<file path="src/rtl/click_input_conditioner.sv">
// click_input_conditioner
// Front end for the two-player click game. Each raw button (D, E) is
// brought into the clk domain with a two-flop synchronizer, debounced with
// a consecutive-mismatch counter, and rising-edge detected. The result is
// turned into a registered one-cycle click pulse that is gated by en/start.
// A press seen while the round is not running marks a sticky false start
// ("foul") that locks that player out until en is dropped or reset.
module click_input_conditioner #(
    parameter int DB_CYCLES = 4,   // stable cycles needed to change level (2..255)
    parameter int CNT_W     = 8    // debounce counter width, 2**CNT_W > DB_CYCLES
) (
    input  logic clk,
    input  logic reset,
    input  logic en,
    input  logic start,
    input  logic D,
    input  logic E,
    output logic click_d,
    output logic click_e,
    output logic stable_d,
    output logic stable_e,
    output logic foul_d,
    output logic foul_e
);

    // Terminal count of the debounce counter, sized to the counter itself
    localparam logic [CNT_W-1:0] DB_LAST = CNT_W'(DB_CYCLES - 1);
    // Largest representable count; the counter holds here rather than wrap
    localparam logic [CNT_W-1:0] CNT_MAX = {CNT_W{1'b1}};

    // Channel 0 is player 1 (D), channel 1 is player 2 (E)
    logic [1:0] raw;
    logic [1:0] click;
    logic [1:0] stable;
    logic [1:0] foul;

    assign raw = {E, D};

    genvar gi;
    generate
        for (gi = 0; gi < 2; gi++) begin : g_ch
            logic             sync1_reg;
            logic             sync2_reg;
            logic [CNT_W-1:0] cnt_reg;
            logic             stable_reg;
            logic             stable_prev_reg;
            logic             click_reg;
            logic             foul_reg;
            logic             rise;

            // Two-flop synchronizer; the raw button is used nowhere else
            always_ff @(posedge clk or posedge reset) begin
                if (reset) begin
                    sync1_reg <= 1'b0;
                    sync2_reg <= 1'b0;
                end else begin
                    sync1_reg <= raw[gi];
                    sync2_reg <= sync1_reg;
                end
            end

            // Debounce: count consecutive cycles where the synchronized input
            // disagrees with the debounced level; flip the level on the last one.
            // Any agreeing cycle restarts the count, so short glitches vanish.
            always_ff @(posedge clk or posedge reset) begin
                if (reset) begin
                    cnt_reg    <= '0;
                    stable_reg <= 1'b0;
                end else if (sync2_reg == stable_reg) begin
                    cnt_reg <= '0;
                end else if (cnt_reg == DB_LAST) begin
                    stable_reg <= ~stable_reg;
                    cnt_reg    <= '0;
                end else if (cnt_reg != CNT_MAX) begin
                    cnt_reg <= cnt_reg + 1'b1;
                end
            end

            // One-cycle delayed copy of the debounced level for edge detection
            always_ff @(posedge clk or posedge reset) begin
                if (reset) begin
                    stable_prev_reg <= 1'b0;
                end else begin
                    stable_prev_reg <= stable_reg;
                end
            end

            // A press is the cycle where the debounced level has just gone high
            assign rise = stable_reg & ~stable_prev_reg;

            // Registered click pulse: only during a running round, and never
            // for a player who has already false-started this round
            always_ff @(posedge clk or posedge reset) begin
                if (reset) begin
                    click_reg <= 1'b0;
                end else begin
                    click_reg <= rise & en & start & ~foul_reg;
                end
            end

            // Sticky false-start flag: set by a press while the game is
            // enabled but the round has not started; cleared only by en low
            always_ff @(posedge clk or posedge reset) begin
                if (reset) begin
                    foul_reg <= 1'b0;
                end else if (!en) begin
                    foul_reg <= 1'b0;
                end else if (rise && !start) begin
                    foul_reg <= 1'b1;
                end
            end

            assign click[gi]  = click_reg;
            assign stable[gi] = stable_reg;
            assign foul[gi]   = foul_reg;
        end
    endgenerate

    assign click_d  = click[0];
    assign click_e  = click[1];
    assign stable_d = stable[0];
    assign stable_e = stable[1];
    assign foul_d   = foul[0];
    assign foul_e   = foul[1];

endmodule

</file>
<file path="config.mk">
export PLATFORM = sky130hd
export DESIGN_NAME = click_input_conditioner
export DESIGN_NICKNAME = d
export VERILOG_FILES = /design/src/rtl/click_input_conditioner.sv
export SDC_FILE = /design/constraint.sdc
export NUM_CORES = 1
export LEC_CHECK = 0
export ABC_AREA = 1
export CORE_MARGIN = 5
export CORE_UTILIZATION = 55
export CTS_CLUSTER_SIZE = 10
export DETAILED_ROUTE_END_ITERATION = 12
export GPL_ROUTABILITY_DRIVEN = 0
export PLACE_DENSITY = 0.81
export SKIP_CTS_REPAIR_TIMING = 1
export SYNTH_ARGS = -nofsm -noshare
export SYNTH_HDL_FRONTEND = slang
export SYNTH_SLANG_ARGS = --single-unit
export TNS_END_PERCENT = 1
</file>
<file path="constraint.sdc">
create_clock -name clk -period 1.6 [get_ports clk]
set_input_delay 0.16 -clock clk [delete_from_list [all_inputs] [get_ports clk]]
set_output_delay 0.16 -clock clk [all_outputs]
set_load 0.05 [all_outputs]
</file>
==> impl_metrics.toml <==
[status]
status = "finished, final reports clean"

[yosys]
synthAdderAreaFrac_pct = 3.562
yosysTopAreaCell = "dfrtp_1"
yosysSeqAreaShare_pct = 49.87
synth_cell_types = 22
synth_area_per_cell_um2 = 7.984
synthCells = 176
yosys_register_bits = 28
ys_warn_count = 0
synthSimpleGateAreaFrac_pct = 35.08
synth_top_area_share_pct = 49.87
synth-compound-area-share_pct = 3.651
synth.net_count = 186
syn_area_um2 = 1405
synth-xor-area-share_pct = 3.028
synth.mux.area_fraction_pct = 0
synth_top_family_by_area = "simple AND/OR/NAND/NOR gates"
synth_area_leaders = "dfrtp_1, nand2_1, nand3_1, nor2_1, inv_1"

[layout]
drive_above_1_share_pct = 8.854
n_antenna_cell = 0
layout_common_cells = "nand2_1, dfrtp_1, nor2_1"
synthToLayoutAreaGrowth_pct = 13.71
mostFrequentLayoutCell = "nand2_1"
utilization_pct = 65.09
instances_no_fill = 222
nets = 203
largest_register_ffs = 16

[clocking]
path_clk_slew_ns = 0.15
htree_num_levels = 1
cts_buffers = 3
clock_latency_ns = 0.33
clock-root-buffer = "clkbuf_4"
cts.sinks = 28
clock_path_buffers = 2
cts_tree = "done"

[timing]
rsz0062_at_grt = "no"
totalNegativeSetupSlack_ns = 0
setup_viol = 0
hold_viol = 0
final_max_slew_viol_count = 0
layout_min_cycle_time_ns = 1.354
max_slew_margin_pct = 67.69
finClkSkew_ns = 0.002412
tightest_slew_ns = 0.4842
fmax_ghz = 0.7387
finalCritPeriodShare_pct = 84.61

[routing]
ant_nets = 0
drc = 0
routed_wl_um = 2534
num_vias = 1132
wire_per_inst_um = 11.41
dr.pass1.iters = 5
via_per_inst = 5.099
drt_iter0_drc = 57

[floorplanning]
chipWidth_um = 60.55
start_util_pct = 57.24
fp.dieH_um = 60.55
core-area_um2 = 2455
core.rowCount = 18
io_pins = 12
dieArea_um2 = 3666

[power_and_ir_drop]
p_per_area_nw_per_um2 = 1282
vdd.ir_drop.worst_v = 0.001105
p_leak_nw = 0.8559

[setup_path]
rr_worst_depth = 7
endpoint_kind = "flip-flop"
r2r_start = "g_ch[1].cnt_reg[0]$_DFFE_PP0P_"
rrSetupSlack_ns = 0.25
path_depth = 7
startpoint_type = "flip-flop"
crit_fanout = 6
slowest_stage = "dfrtp_1"
cpPeakStageDelay_ns = 0.45
cpLargestDelayFamily = "flip-flops"
rr_endpoint = "g_ch[1].cnt_reg[4]$_DFFE_PP0P_"
path_common_cell = "nand2_1"
crit_buf_inv = 2
required_ns = 1.83
startpoint = "g_ch[1].cnt_reg[0]$_DFFE_PP0P_"
path_cells = "ha_1 > inv_1 > nor2_1 > nand2_1 > inv_1 > nand2_1 > nand2_1"
crit_arrival_ns = 1.59
worstSetupPathType = "flip-flop to flip-flop"

[grt]
grt_pass1_wl_um = 4554
grt_pass1_vias = 1173
grt-ovfl-total = 0
grt_max_degree = 29
antenna_found_initial = 0
track_usage_pct = 16.29

[min_path]
hp-class = "input pin to asynchronous set/reset pin"

[placed_design]
port-buffer-count = 11
hpwl_um = 1958
dp.cells = 218

[flow_run]
drv_cap = 0
==> through the flow <==
step           power (mW)  instance area, um2  worst slack (ns)  hold WS [ns]
2_1_floorplan       1.424                1405            0.2521        0.1914
3_3_place_gp        1.576                1545            0.3154        0.3328
3_5_place_dp        1.610                1545            0.2623        0.3347
4_1_cts             2.071                1598            0.2355        0.1885
5_1_grt             2.189                1598            0.1203        0.2012
6_report            2.049                1598            0.2463        0.1845
==> power breakdown <==
part | total [mW] | switching [mW] | internal, mW
Clock | 0.463 | 0.210 | 0.253
Sequential | 0.947 | 0.121 | 0.826
Combinational | 0.639 | 0.421 | 0.218
Total | 2.05 | 0.752 | 1.30
==> worst min-delay path: stages <==
cell	delay, ns
clkdlybuf4s50_1	0.41
inv_1	0.05
buf_4	0.32
==> worst max path at each step <==
stage                                     end
2_1_floorplan  g_ch[0].cnt_reg[1]$_DFFE_PP0P_
3_3_place_gp   g_ch[0].cnt_reg[2]$_DFFE_PP0P_
3_5_place_dp   g_ch[1].cnt_reg[5]$_DFFE_PP0P_
4_1_cts        g_ch[1].cnt_reg[5]$_DFFE_PP0P_
5_1_grt        g_ch[1].cnt_reg[7]$_DFFE_PP0P_
6_report       g_ch[1].cnt_reg[4]$_DFFE_PP0P_
==> layer usage <==
layer  part of all wire (%)  routed length (um)  up-vias  GRT usage [%]
met4                    1.6                  40        0          6.192
met3                    2.6                  65        5          2.979
met5                      0                   0        -              0
met2                     51                1296       17          30.56
li1                       -                   -      581              -
met1                     45                1132      529          18.21
==> synthesized netlist by cell type <==
cell	instances
nand2_2	1
o21ai_0	1
inv_1	18
a21oi_2	1
o21a_1	2
o21bai_1	2
and2_1	1
xor2_2	1
nor2_2	1
or2_2	1
nand3b_1	1
xnor2_1	1
nor2_1	21
nor4_1	1
nor3_1	4
nand3_1	19
o211ai_1	1
xor2_1	2
dfrtp_1	28
nand3b_4	1
ha_1	4
nand2_1	64
==> area by class of cell <==
type | count | area [um2]
sequential | 28 | 700.7
inverter | 18 | 67.56
clock buffer | 3 | 22.52
fill | 206 | 857.1
timing repair buffer | 12 | 102.6
multi-input combinational | 130 | 636.9
clock inverter | 1 | 30.03
tap | 30 | 37.54
==> logic make-up after synthesis <==
family / Yosys count
AND/OR/NAND/NOR: 115
flip-flops: 28
buffers and inverters: 18
AO/OA/AOI/OAI: 7
XOR/XNOR: 4
adder cells (fa/ha/maj): 4
Note: power is estimated with default switching activity, not from simulation.
